===== src/rtl/mouse_pkg.sv =====
// rtl/mouse_pkg.sv - shared PS/2 mouse constants, header layout and decoder state enum
package mouse_pkg;

    // Bit positions inside the first byte of a PS/2 movement packet.
    localparam int BTN_L = 0;
    localparam int BTN_R = 1;
    localparam int SYNC  = 3;
    localparam int XSIGN = 4;
    localparam int YSIGN = 5;
    localparam int XOVF  = 6;
    localparam int YOVF  = 7;

    // Visible screen area, also used by the menu and overlay hit-box logic.
    localparam int SCREEN_XMAX   = 1023;
    localparam int SCREEN_YMAX   = 767;
    localparam int SCREEN_X_INIT = 512;
    localparam int SCREEN_Y_INIT = 384;

    typedef enum logic [1:0] {
        WAIT_B0,
        WAIT_B1,
        WAIT_B2
    } mouse_state_e;

    // The parts of the first byte that matter once it has passed the sync check.
    typedef struct packed {
        logic yovf;
        logic xovf;
        logic ysign;
        logic xsign;
        logic right;
        logic left;
    } mouse_hdr_t;

endpackage


===== src/rtl/mouse_packet_decoder_if.sv =====
// rtl/mouse_packet_decoder_if.sv - byte stream from the PS/2 receiver into the decoder
// Signals:
//   rx_data  [7:0] received PS/2 byte
//   rx_valid       one-cycle strobe qualifying rx_data (no backpressure)
interface mouse_packet_decoder_if;
    logic [7:0] rx_data;
    logic       rx_valid;

    modport master (output rx_data, output rx_valid);
    modport slave  (input  rx_data, input  rx_valid);
endinterface


===== src/rtl/mouse_axis_accum.sv =====
// rtl/mouse_axis_accum.sv - combinational position + signed delta with clamp to 0..max
// Ports:
//   pos   [11:0] current position
//   delta [9:0]  signed delta; one bit wider than a PS/2 delta so the negated
//                Y delta of -256 is still exactly +256
//   ovf          axis overflow flag, forces the delta to zero
//   max   [11:0] largest legal position
//   next  [11:0] clamped next position
module mouse_axis_accum (
    input  logic [11:0] pos,
    input  logic [9:0]  delta,
    input  logic        ovf,
    input  logic [11:0] max,
    output logic [11:0] next
);

    logic [13:0] d_ext;
    logic [13:0] sum;

    // 14 bits hold every pos+delta exactly: pos <= 4095 and |delta| <= 256.
    always_comb begin
        d_ext = ovf ? 14'd0 : {{4{delta[9]}}, delta};
        sum   = {2'b00, pos} + d_ext;
        if (sum[13]) begin
            next = 12'd0;
        end else if (sum[12:0] > {1'b0, max}) begin
            next = max;
        end else begin
            next = sum[11:0];
        end
    end

endmodule


===== src/rtl/mouse_packet_decoder.sv =====
// rtl/mouse_packet_decoder.sv - PS/2 3-byte packet reassembly into clamped cursor position and buttons
// Ports:
//   clk        pixel clock
//   rst        asynchronous active-low reset
//   rx         byte stream (slave side of mouse_packet_decoder_if)
//   xpos/ypos  cursor position, 0..XMAX / 0..YMAX, 0 = top of screen
//   left/right button levels
//   pkt_valid  one-cycle pulse when a packet has been applied
//   sync_err   one-cycle pulse when a first byte without the sync bit is dropped
module mouse_packet_decoder
    import mouse_pkg::*;
#(
    parameter int XMAX    = SCREEN_XMAX,
    parameter int YMAX    = SCREEN_YMAX,
    parameter int X_INIT  = SCREEN_X_INIT,
    parameter int Y_INIT  = SCREEN_Y_INIT,
    parameter int TIMEOUT = 2_000_000
) (
    input  logic                         clk,
    input  logic                         rst,
    mouse_packet_decoder_if.slave        rx,
    output logic [11:0]                  xpos,
    output logic [11:0]                  ypos,
    output logic                         left,
    output logic                         right,
    output logic                         pkt_valid,
    output logic                         sync_err
);

    localparam int            CW      = $clog2(TIMEOUT + 1);
    localparam logic [CW-1:0] CNT_MAX = CW'(TIMEOUT);

    mouse_state_e  state;
    mouse_state_e  eff_state;
    mouse_hdr_t    hdr;
    logic [7:0]    b1;
    logic [CW-1:0] cnt;
    logic          timeout;
    logic [9:0]    dx;
    logic [9:0]    dy_neg;
    logic [11:0]   x_next;
    logic [11:0]   y_next;

    assign timeout = (state != WAIT_B0) && (cnt == CNT_MAX);

    // A byte landing in the cycle the timeout fires starts a fresh packet.
    assign eff_state = timeout ? WAIT_B0 : state;

    // The Y delta byte is only used in the cycle it arrives, so it feeds the
    // accumulator straight from the stream; Y is negated because PS/2 Y points up.
    assign dx     = {hdr.xsign, hdr.xsign, b1};
    assign dy_neg = 10'd0 - {hdr.ysign, hdr.ysign, rx.rx_data};

    mouse_axis_accum u_x_accum (
        .pos   (xpos),
        .delta (dx),
        .ovf   (hdr.xovf),
        .max   (12'(XMAX)),
        .next  (x_next)
    );

    mouse_axis_accum u_y_accum (
        .pos   (ypos),
        .delta (dy_neg),
        .ovf   (hdr.yovf),
        .max   (12'(YMAX)),
        .next  (y_next)
    );

    always_ff @(posedge clk or negedge rst) begin
        if (!rst) begin
            state     <= WAIT_B0;
            hdr       <= '0;
            b1        <= 8'd0;
            cnt       <= '0;
            xpos      <= 12'(X_INIT);
            ypos      <= 12'(Y_INIT);
            left      <= 1'b0;
            right     <= 1'b0;
            pkt_valid <= 1'b0;
            sync_err  <= 1'b0;
        end else begin
            pkt_valid <= 1'b0;
            sync_err  <= 1'b0;
            if (rx.rx_valid) begin
                cnt <= '0;
                case (eff_state)
                    WAIT_B0: begin
                        if (!rx.rx_data[SYNC]) begin
                            sync_err <= 1'b1;
                            state    <= WAIT_B0;
                        end else begin
                            hdr   <= '{yovf:  rx.rx_data[YOVF],
                                       xovf:  rx.rx_data[XOVF],
                                       ysign: rx.rx_data[YSIGN],
                                       xsign: rx.rx_data[XSIGN],
                                       right: rx.rx_data[BTN_R],
                                       left:  rx.rx_data[BTN_L]};
                            state <= WAIT_B1;
                        end
                    end
                    WAIT_B1: begin
                        b1    <= rx.rx_data;
                        state <= WAIT_B2;
                    end
                    WAIT_B2: begin
                        xpos      <= x_next;
                        ypos      <= y_next;
                        left      <= hdr.left;
                        right     <= hdr.right;
                        pkt_valid <= 1'b1;
                        state     <= WAIT_B0;
                    end
                    default: state <= WAIT_B0;
                endcase
            end else if (timeout) begin
                state <= WAIT_B0;
                cnt   <= '0;
            end else if (state != WAIT_B0 && cnt != CNT_MAX) begin
                cnt <= cnt + 1'b1;
            end
        end
    end

endmodule

===== src/flat_wrapper.sv =====
// flat-port wrapper written by rule: the top's interface ports become plain ports
module mouse_packet_decoder_flat import mouse_pkg::*;
#(
    parameter int XMAX    = SCREEN_XMAX,
    parameter int YMAX    = SCREEN_YMAX,
    parameter int X_INIT  = SCREEN_X_INIT,
    parameter int Y_INIT  = SCREEN_Y_INIT,
    parameter int TIMEOUT = 2_000_000
)
  (clk, rst, xpos, ypos, left, right, pkt_valid, sync_err, rx_rx_data, rx_rx_valid);
  mouse_packet_decoder_if rx_i ();
  input  logic clk;
  input  logic rst;
  output logic [11:0] xpos;
  output logic [11:0] ypos;
  output logic left;
  output logic right;
  output logic pkt_valid;
  output logic sync_err;
  input wire logic [$bits(rx_i.rx_data)-1:0] rx_rx_data;
  input wire logic [$bits(rx_i.rx_valid)-1:0] rx_rx_valid;
  assign rx_i.rx_data = rx_rx_data;
  assign rx_i.rx_valid = rx_rx_valid;
  mouse_packet_decoder #(.XMAX(XMAX), .YMAX(YMAX), .X_INIT(X_INIT), .Y_INIT(Y_INIT), .TIMEOUT(TIMEOUT)) u_core (.clk(clk), .rst(rst), .rx(rx_i), .xpos(xpos), .ypos(ypos), .left(left), .right(right), .pkt_valid(pkt_valid), .sync_err(sync_err));
endmodule

===== config.mk =====
export PLATFORM = sky130hd
export DESIGN_NAME = mouse_packet_decoder_flat
export DESIGN_NICKNAME = d
export VERILOG_FILES = /design/src/rtl/mouse_pkg.sv /design/src/rtl/mouse_packet_decoder_if.sv /design/src/rtl/mouse_axis_accum.sv /design/src/rtl/mouse_packet_decoder.sv /design/src/flat_wrapper.sv
export SDC_FILE = /design/constraint.sdc
export NUM_CORES = 1
export LEC_CHECK = 0
export BUFFER_PORTS_ARGS = -buffer_cell sky130_fd_sc_hd__buf_4
export CAP_MARGIN = 0
export CORE_ASPECT_RATIO = 0.6
export CORE_MARGIN = 5
export CORE_UTILIZATION = 65
export DETAILED_ROUTE_END_ITERATION = 16
export PLACE_DENSITY_LB_ADDON = 0.2
export SLEW_MARGIN = 20
export SYNTH_ARGS = -nofsm -noshare
export SYNTH_HDL_FRONTEND = slang
export SYNTH_SLANG_ARGS = --single-unit

===== constraint.sdc =====
create_clock -name clk -period 6.31 [get_ports clk]
set_input_delay 1.262 -clock clk [delete_from_list [all_inputs] [get_ports clk]]
set_output_delay 1.262 -clock clk [all_outputs]
set_load 0.03 [all_outputs]

==> Word-level counts from Yosys, hierarchy flattened <==
Cells that the tools add are included.
{ "op_classes": {"add_sub_neg": 4, "n_mul": 0, "div_mod_pow": 0, "order_cmp": 2, "n_eq_ne": 4, "shift": 0, "muxes": 18, "bitwise": 0, "n_reduce_logical": 8} }
{ "ops": {"columns": ["operator", "n"], "rows": [
  ["$mux W21", 3],
  ["$mux W12", 4],
  ["$add A12 B14 Y14", 2],
  ["$mux W14", 2],
  ["$gt A13 B10 Y1 const B", 2],
  ["$add A21 B1 Y21 const B", 1],
  ["$eq A21 B21 Y1 const B", 1],
  ["$ne A21 B21 Y1 const B", 1],
  ["$sub A1 B9 Y10 const A", 1],
  ["$mux W1", 6],
  ["$mux W2", 2],
  ["$pmux W2 S2", 1],
  ["$reduce_and A2 Y1", 2],
  ["$reduce_and A3 Y1", 1],
  ["$reduce_bool A3 Y1", 1],
  ["$eq A2 B1 Y1 const B", 1],
  ["$eq A2 B2 Y1 const B", 1],
  ["$logic_and A1 B1 Y1", 2],
  ["$logic_not A2 Y1", 1],
  ["$reduce_bool A2 Y1", 1]
]} }
{ "word_totals": {"ff_bits": 65, "latch_bits": 0, "ramBits": 0, "romBits": 0, "inputBits": 11, "output_inout_bits": 28, "memories": 0} }

==> Longest topological paths before layout <==
Gate-level depths: netlist of run 1.
{ "logic_depth": {"depth_word": 6, "ltp_mapped": 15, "mapped_depth_nobuf": 14} }

==> Hierarchy <==
Synthesis of run 1 repeated with hierarchy kept, for this count alone.
{ "unflattened": {"cells_unflattened": 617, "area_unflattened_um2": 5713.0} }
{ "modules_own_cells": {"columns": ["module", "instances", "cells_each", "area_each_um2", "seq_area_each_um2"], "rows": [
  ["mouse_packet_decoder", 1, 249, 3113.0, 1630.3],
  ["mouse_axis_accum (u_core.u_x_accum)", 1, 197, 1351.3, 0.0],
  ["mouse_axis_accum (u_core.u_y_accum)", 1, 171, 1248.7, 0.0]
]} }

==> Least setup slack after synthesis of run 1 <==
Ideal clock, no wire load.
{ "synth_timing": {"path_type": "input-to-reg", "from": "input port rx_rx_data[3]", "to": "register u_core.ypos[2]", "setup_ns": 0.126, "t_arrival_ns": 3.938, "required_ns": 6.184, "path_slack_ns": 2.246, "path_stages": 14, "n_path_buf": 2, "cell_sequence": "buf_6 nor4_2 nor3b_1 xor2_1 nor2_1 ha_1 buf_2 a21oi_1 nand2_1 a211oi_2 or4_4 a211oi_4 a211oi_4 a221o_1"} }
{ "synth_between": {"elab_chain_len": 6} }
{ "synth_rtl": {"columns": ["element", "line", "text"], "rows": [
  ["start: declaration", "flat_wrapper.sv:20", "input wire logic [$bits(rx_i.rx_data)-1:0] rx_rx_data;"],
  ["$sub A1 B9 Y10 *", "mouse_packet_decoder.sv:52", "assign dy_neg = 10'd0 - {hdr.ysign, hdr.ysign, rx.rx_data};"],
  ["$mux W14 *", "mouse_axis_accum.sv:22", "d_ext = ovf ? 14'd0 : {{4{delta[9]}}, delta};"],
  ["$add A12 B14 Y14 *", "mouse_axis_accum.sv:23", "sum = {2'b00, pos} + d_ext;"],
  ["$gt A13 B10 Y1", "mouse_axis_accum.sv:26", "end else if (sum[12:0] > {1'b0, max}) begin"],
  ["$mux W12", "mouse_axis_accum.sv:26", null],
  ["$mux W12 *", "mouse_axis_accum.sv:24", "if (sum[13]) begin"],
  ["end signal: assignment", "mouse_packet_decoder.sv:77", "ypos <= 12'(Y_INIT);"],
  ["end signal: assignment", "mouse_packet_decoder.sv:108", "ypos <= y_next;"],
  ["end: declaration", "mouse_packet_decoder.sv:23", "output logic [11:0] ypos,"]
]} }
Every way passes the cells marked *; elsewhere a longest branch is shown, timed or not.
A chain may end at the register's enable or synchronous reset.

==> Final worst setup path of run 1 <==
{ "layout_timing": {"from": "input port rx_rx_data[1]", "to": "register u_core.ypos[3]"} }
The elaborated chain is that of the path after synthesis.

==> results of run 1 <==
==> final timing paths <==
check                                                   to                 startpoint  cells after the start
worst max-delay path            u_core.ypos[3]$_DFFE_PN0P_              rx_rx_data[1]                     13
worst min-delay path              u_core.right$_DFFE_PN0P_  u_core.hdr[1]$_DFFE_PN0P_                      2
worst max register to register  u_core.xpos[3]$_DFFE_PN0P_  u_core.hdr[4]$_DFFE_PN0P_                     11
worst min register to register    u_core.right$_DFFE_PN0P_  u_core.hdr[1]$_DFFE_PN0P_                      2
max in group asynchronous       u_core.xpos[6]$_DFFE_PN0P_                        rst                      1
min in group asynchronous        u_core.sync_err$_DFF_PN0_                        rst                      1
==> cell families after synthesis <==
logic type	share of synthesized area [%]
XOR/XNOR	8.25
multiplexers	2.59
AO/OA/AOI/OAI	17.1
adder cells (fa/ha/maj)	9.25
AND/OR/NAND/NOR	21.6
buffers and inverters	3.76
flip-flops	37.4
==> cell usage after synthesis, types with 3 or more instances <==
library cell	count	area (µm²)
a21o_1	6	45.0
a21oi_1	23	115
a221o_1	9	90.1
a31oi_1	3	18.8
a41oi_1	3	26.3
and2_1	7	43.8
and3_1	4	25.0
buf_2	8	40.0
clkbuf_1	6	22.5
dfrtp_1	62	1550
dfstp_2	3	78.8
ha_1	29	363
inv_1	21	78.8
mux2_1	4	45.0
mux2_2	6	67.6
nand2_1	44	165
nand2b_1	6	37.5
nand3_1	13	65.1
nand4_1	6	37.5
nor2_1	48	180
nor2b_1	12	75.1
nor3_1	12	60.1
nor4_1	4	25.0
o211ai_1	5	37.5
o21ai_0	17	85.1
o311ai_1	8	70.1
o31ai_1	3	22.5
or3_1	4	25.0
xnor2_1	21	184
xor2_1	20	175
==> power by group through the flow <==
stage          Clock (mW)  Combinational [mW]  Sequential [mW]
2_1_floorplan           0               0.780            0.757
3_3_place_gp            0                1.17            0.643
3_5_place_dp            0                1.21            0.647
4_1_cts             0.340                1.21            0.642
5_1_grt             0.359                1.33            0.658
6_report            0.331                1.22            0.641
==> flip-flops by register name (all words and copies together) (netlist names) <==
signal            cells
u_core.xpos          12
u_core.sync_err       1
u_core.ypos          12
u_core.right          1
u_core.dx             1
u_core.b1             8
u_core.cnt           21
u_core.hdr            5
u_core.left           1
u_core.pkt_valid      1
u_core.state          2
==> worst max-delay path, delay by kind of cell <==
family | cells | cell delay [ps]
AND/OR/NAND/NOR | 4 | 900
XOR/XNOR | 1 | 360
adder cells (fa/ha/maj) | 1 | 370
AO/OA/AOI/OAI | 5 | 1330
buffers and inverters | 2 | 290
==> metrics by stage <==
step | area, µm² | worst slack, ps | instances
after global placement | 4670 | 1880 | 577
after CTS | 4860 | 2170 | 592
after floorplan | 4350 | 2250 | 467
after detailed placement | 4670 | 1790 | 577
final | 4860 | 2030 | 592
after global routing | 4860 | 1770 | 592
==> metal layers <==
metal / up-vias / global-route usage, % / routed length, µm
met1: 1722 / 37.0 / 4830
met3: 25 / 6.09 / 693
met4: 0 / 6.56 / 157
met5: - / 0 / 0
li1: 1744 / - / -
met2: 135 / 35.3 / 4010
==> layout make-up <==
type,instances,share of cell area [%]
repair buffers,39,6.03
flip-flops and latches,65,33.6
clock inverters,2,0.258
clock buffers,13,3.48
inverters,22,1.70
multi-input cells,364,52.7
well taps,87,2.24
==> qor.txt, run 1 <==
Clock Path Buffers: 2
Detailed Place HPWL: 7110 µm
Sw Share: 45.3%
Via Count: 3626
Die height: 73.4 µm
Fin Hold WS: 485 ps
Pwr Total: 2.19 mW
Pwr dens: 451 nW/µm²
WL final: 9690 µm
Slowest cell on the critical path: nor3_1
Final period util: 67.8%
Area growth, synth to finish: 11.5%
CTS Buf Count: 9
Layout cells sized above 1: 15.8%
Syn_nets: 509
Number of global-route vias before repair: 3373
Commonest cells after routing, fill and taps aside: 62 x dfrtp_1, 48 x nor2_1, 44 x nand2_1
Clk pin slew, worst setup/hold paths: 70 ps
# fillers: 482
Row Count: 23
Max-slew headroom: 44.2%
First-pass GRT wire length: 16400 µm
First-pass DRT Iterations: 5
Post-synth cell types: 65
Post-route ant nets: 0
Minimum clock period: 4280 ps
Routed length per instance: 16.4 µm
Final setup viols: 0
Post-synth ARST share: 100%
Most common cell after layout, fill and taps aside: dfrtp_1
Synth Area per Inst: 9.32 µm²
Starting Density: 66.1%
Total congestion overflow: 0
Critical Path Start Type: input port
I/O Buffers: 38
RD Place Congestion: 0.977
CP Capture Type: flip-flop
CP Class: in -> reg
Resized Gates After CTS: 0
CTS tree: yes
Setup TNS: 0 ps
Syn Std Cell Area: 4350 µm²
EDFF count, synth: 0
Worst min path class: reg -> reg
Outcome: finished, final reports clean
Final Core Density: 73.7%
Worst Path Max Fanout: 10
Least-Margin Pin Slew: 835 ps
Cts hold-fix bufs: 0
Combinational power share: 55.6%
Area of the multi-input gates: 2560 µm²
Crit path DAT: 4510 ps
Clk pwr share: 15.1%
Die Footprint: 8490 µm²
Lkg Pwr: 2.17 nW
Net Switching: 0.993 mW
Seq pwr share: 29.3%
Post-synthesis sequential area ratio: 37.4%
Insertion delay to the later sink of the worst-skew pair: 350 ps
Total GRT Usage: 24.6%
Antenna diode count: 0
Root buf cell: clkbuf_8
Mapped Cells: 467
Worst R2R Setup Slack: 2880 ps
Slew Viols, Final: 0
Register bit total from synthesis: 65
Worst EP required: 6550 ps
DRC viols: 0
CP dominant cell by count: nand2_1
Final Skew: 7.57 ps
Reg area: 1630 µm²
Synth warn: 0
Max VDD drop: 0.000277 V
Die X: 116 µm
Vias per cell: 6.13
Main flop type after synthesis: dfrtp_1
Internal power: 1.20 mW
Fmax: 234 MHz
Clock tree sinks: 65
Core area: 6590 µm²
Number of max-cap violations: 0
Antenna violations before repair: 0
Initial DRC Count: 320
Largest net degree at the start of global routing: 66
Nets@finish: 543
IO Count: 39
CP Cell Sequence: buf_4 -> nor3_1 -> nand2_1 -> o21ai_1 -> inv_1 -> ha_1 -> a21oi_1 -> nand2_1 -> a31oi_1 -> o31ai_1 -> xnor2_1 -> nor2_2 -> a221o_1
Final hold vios: 0
Post-CTS setup buffers: 0
Critical Path Max Stage Delay: 430 ps
RSZ-0062 raised after global routing: false
CTS H-Tree Depth: 3
No activity file was read; power rests on OpenSTA's default activity.
==> run 2, diff against run 1 <==
--- a/config.mk
+++ b/config.mk
@@ -5,11 +5,12 @@
 export SDC_FILE = /design/constraint.sdc
 export NUM_CORES = 1
 export LEC_CHECK = 0
+export ABC_AREA = 1
 export BUFFER_PORTS_ARGS = -buffer_cell sky130_fd_sc_hd__buf_4
 export CAP_MARGIN = 0
 export CORE_ASPECT_RATIO = 0.6
 export CORE_MARGIN = 5
-export CORE_UTILIZATION = 65
+export CORE_UTILIZATION = 55
 export DETAILED_ROUTE_END_ITERATION = 16
 export PLACE_DENSITY_LB_ADDON = 0.2
 export SLEW_MARGIN = 20
==> constraint.sdc (replaced) <==
create_clock -name clk -period 3.6 [get_ports clk]
set_input_delay 0.72 -clock clk [delete_from_list [all_inputs] [get_ports clk]]
set_output_delay 0.72 -clock clk [all_outputs]
set_load 0.03 [all_outputs]
==> run 2 against run 1 <==
  * Sequential power rose by 72%
  * Utilization fell by 9.2 points
  * Critical path depth rose by 7
  * Hold slack got worse by 7.5 ps
  * Non-clock buffer count rose by 3
  * Clock power rose to 2.6 times the previous value
  * Flip-flop and latch count did not move
  * Via count rose by 26%
  * First-iteration DRC count rose by 27%
  * Combinational power rose by 85%
  * Final area rose by 11%
  * Critical endpoint is now u_core.ypos[8]$_DFFE_PN1P_
  * Highest routed layer unchanged
==> qor.txt, run 2 <==
Outcome: finished, final reports clean
Clk pwr share: 20.4% (+5.3 points)
Register bit total from synthesis: 65 (unchanged)
Net Switching: 1.98 mW (+99%)
Cell count after placement: 822 (+42%)
Number of max-cap violations: 0 (unchanged)
Vias per cell: 5.43 (-11%)
Top Family by Delay on Critical Path: simple AND/OR/NAND/NOR gates
Final hold vios: 0 (unchanged)
Commonest cells after routing, fill and taps aside: 220 x nand2_1, 91 x inv_1, 62 x dfrtp_1
Post-synth cell types: 33 (-49%)
Layout Cells excl Fill: 839 (+42%)
# fillers: 765 (+59%)
Multiplexer share of the synthesized area: 0% (-2.6 points)
Die X: 129 µm (+11%)
Final Core Density: 64.5% (-9.2 points)
Compound-Gate Fraction of Synth Area: 8.67% (-8.5 points)
Worst min path class: in -> async
CTS Buf Count: 9 (unchanged)
Post-synth ARST share: 100% (unchanged)
Area of the multi-input gates: 2640 µm² (+3.2%)
Cts hold-fix bufs: 0 (unchanged)
Final Skew: 4.76 ps (-2.81 ps)
CTS tree: yes
Post-synthesis xor/xnor area fraction: 3.58% (-4.7 points)
Max reg flops: 21 (unchanged)
Combinational power share: 53.6% (-2.0 points)
Detailed Place HPWL: 9520 µm (+34%)
First-pass GRT wire length: 20700 µm (+27%)
Syn_nets: 716 (+41%)
Number of global-route vias before repair: 4288 (+27%)
Most common cell after layout, fill and taps aside: nand2_1
Adder-cell share of the synthesized area: 8.67% (-0.58 points)
Layout cells sized above 1: 11.7% (-4.1 points)
CTS H-Tree Depth: 3 (unchanged)
Clk pin slew, worst setup/hold paths: 50 ps (-20 ps)
Post-route ant nets: 0 (unchanged)
Starting Density: 55.6% (-10 points)
Synth Area per Inst: 6.89 µm² (-26%)
Least-Margin Pin Slew: 847 ps (+12.3 ps)
Worst EP required: 3880 ps (-2670 ps)
Lkg Pwr: 2.91 nW (+34%)
Synth area leader: dfrtp_1
Most instantiated cells after synthesis: 220 x nand2_1, 91 x inv_1, 62 x dfrtp_1
CP Capture Type: flip-flop
Top cells by area, synth: dfrtp_1 33%, nand2_1 18%, ha_1 7.8%
Largest family of logic cells by synthesized area: simple AND/OR/NAND/NOR gates
Critical Path Start Type: input port
EDFF count, synth: 0 (unchanged)
Nets@finish: 764 (+41%)
Clock Path Buffers: 2 (unchanged)
Max VDD drop: 0.000440 V (+59%)
Row Count: 26 (+13%)
Main flop type after synthesis: dfrtp_1
WL final: 12300 µm (+27%)
Initial DRC Count: 407 (+27%)
CP Class: in -> reg
Via Count: 4558 (+26%)
Yosys top cell area share: 33.4% (-2.2 points)
Seq pwr share: 26.0% (-3.3 points)
Fmax: 309 MHz
Most frequent cell after synthesis: nand2_1
Die Footprint: 10400 µm² (+23%)
I/O Buffers: 38 (unchanged)
Crit path DAT: 3510 ps (-1000 ps)
DRC viols: 0 (unchanged)
Sw Share: 46.9% (+1.6 points)
Total GRT Usage: 25.1% (+0.50 points)
First-pass DRT Iterations: 5 (unchanged)
Slew Viols, Final: 0 (unchanged)
Routed length per instance: 14.6 µm (-11%)
Pwr dens: 783 nW/µm² (+74%)
Area growth, synth to finish: 16.0%
CP dominant cell by count: nand2_1
Post-synthesis sequential area ratio: 35.1% (-2.4 points)
Synth warn: 0 (unchanged)
IO Count: 39 (unchanged)
Insertion delay to the later sink of the worst-skew pair: 330 ps (-20 ps)
CP bufs+invs: 3 (+1)
Mapped Cells: 674 (+44%)
Reg area: 1630 µm² (unchanged)
Die height: 81.2 µm (+11%)
Slowest cell on the critical path: ha_1
Register with the highest flop count: u_core.cnt
Minimum clock period: 3240 ps
Antenna violations before repair: 0 (unchanged)
Final period util: 90.0%
Largest regs: u_core.cnt: 21 flops, u_core.xpos: 12 flops, u_core.ypos: 12 flops
Clock tree sinks: 65 (unchanged)
Pwr Total: 4.22 mW (+93%)
CP Cell Sequence: buf_4 -> inv_1 -> ha_1 -> nand2_1 -> nor2_1 -> nand2_1 -> nor3_1 -> nand2_1 -> o21ai_1 -> a21oi_1 -> ha_1 -> nand2_1 -> inv_1 -> nand2_1 -> nand3_1 -> a21oi_1 -> nand3_1 -> a21oi_4 -> nand3_1 -> nand2_1
Critical Path Max Stage Delay: 360 ps (-70 ps)
Core area: 8360 µm² (+27%)
Largest net degree at the start of global routing: 66 (unchanged)
RD Place Congestion: 0.973 (-0.41%)
Final setup viols: 0 (unchanged)
Antenna diode count: 0 (unchanged)
Syn Std Cell Area: 4650 µm² (+6.7%)
Worst Path Max Fanout: 10 (unchanged)
Total congestion overflow: 0 (unchanged)
Synth Area in Simple Gates: 35.5% (+14 points)
Max-slew headroom: 43.5% (-0.70 points)
Setup TNS: 0 ps (unchanged)
RSZ-0062 raised after global routing: false
Internal power: 2.24 mW (+87%)
Root buf cell: clkbuf_16
run 2: per-stage QoR:
stage | setup WS (ps) | instance area (µm²) | hold WS [ps]
4_1_cts | 241 | 5370 | 487
6_report | 361 | 5390 | 478
3_5_place_dp | -105 | 5070 | 473
3_3_place_gp | 108 | 5070 | 474
2_1_floorplan | 502 | 4650 | 424
5_1_grt | 55.9 | 5390 | 507
run 2: power by group through the flow:
stage                     Combinational, mW  Sequential (mW)  Clock [mW]
after floorplan                        1.40             1.28           0
after global placement                 2.17             1.10           0
after detailed placement               2.20             1.10           0
after CTS                              2.22             1.10       0.880
after global routing                   2.54             1.12       0.911
final                                  2.26             1.10       0.862
run 2: cells by family after synthesis:
kind of cell             Yosys count
AND/OR/NAND/NOR                  382
buffers and inverters            103
flip-flops                        65
AO/OA/AOI/OAI                     74
adder cells (fa/ha/maj)           31
XOR/XNOR                          19
run 2: final timing paths:
check / startpoint / end / slack [ps] / cells after the start
max in group asynchronous: rst / u_core.cnt[8]$_DFFE_PN0P_ / 2550 / 1
min in group clk: u_core.right$_DFFE_PN0P_ / u_core.right$_DFFE_PN0P_ / 480 / 2
hold / removal: rst / u_core.ypos[1]$_DFFE_PN0P_ / 480 / 1
hold reg to reg: u_core.right$_DFFE_PN0P_ / u_core.right$_DFFE_PN0P_ / 480 / 2
setup reg to reg: u_core.hdr[4]$_DFFE_PN0P_ / u_core.xpos[3]$_DFFE_PN0P_ / 900 / 14
setup / recovery: rx_rx_data[1] / u_core.ypos[8]$_DFFE_PN1P_ / 360 / 20
run 2: final cells by class:
type	count	area share, %
multi-input cells	507	49.0
flip-flops and latches	65	30.3
inverters	97	6.76
repair buffers	42	5.85
clock buffers	9	4.18
well taps	112	2.60
clock inverters	7	1.32
run 2: per-layer routing:
layer / vias up / global-route usage [%] / wire, µm
met5: - / 0 / 0
met4: 0 / 4.82 / 108
met3: 11 / 6.24 / 937
met2: 162 / 38.2 / 5130
met1: 2116 / 36.3 / 6090
li1: 2269 / - / -
run 2: worst reg2reg max path, delay by kind of cell, from the launching register on:
kind	cells	cell delay, ps
DFF	1	490
and+or+nand+nor	10	1310
buffers and inverters	2	180
adders and majority gates	2	610
run 2: repair_timing:
item	in CTS	in global routing
setup endpoints to repair	0	10
resized for setup	0	4
setup buffers	0	0
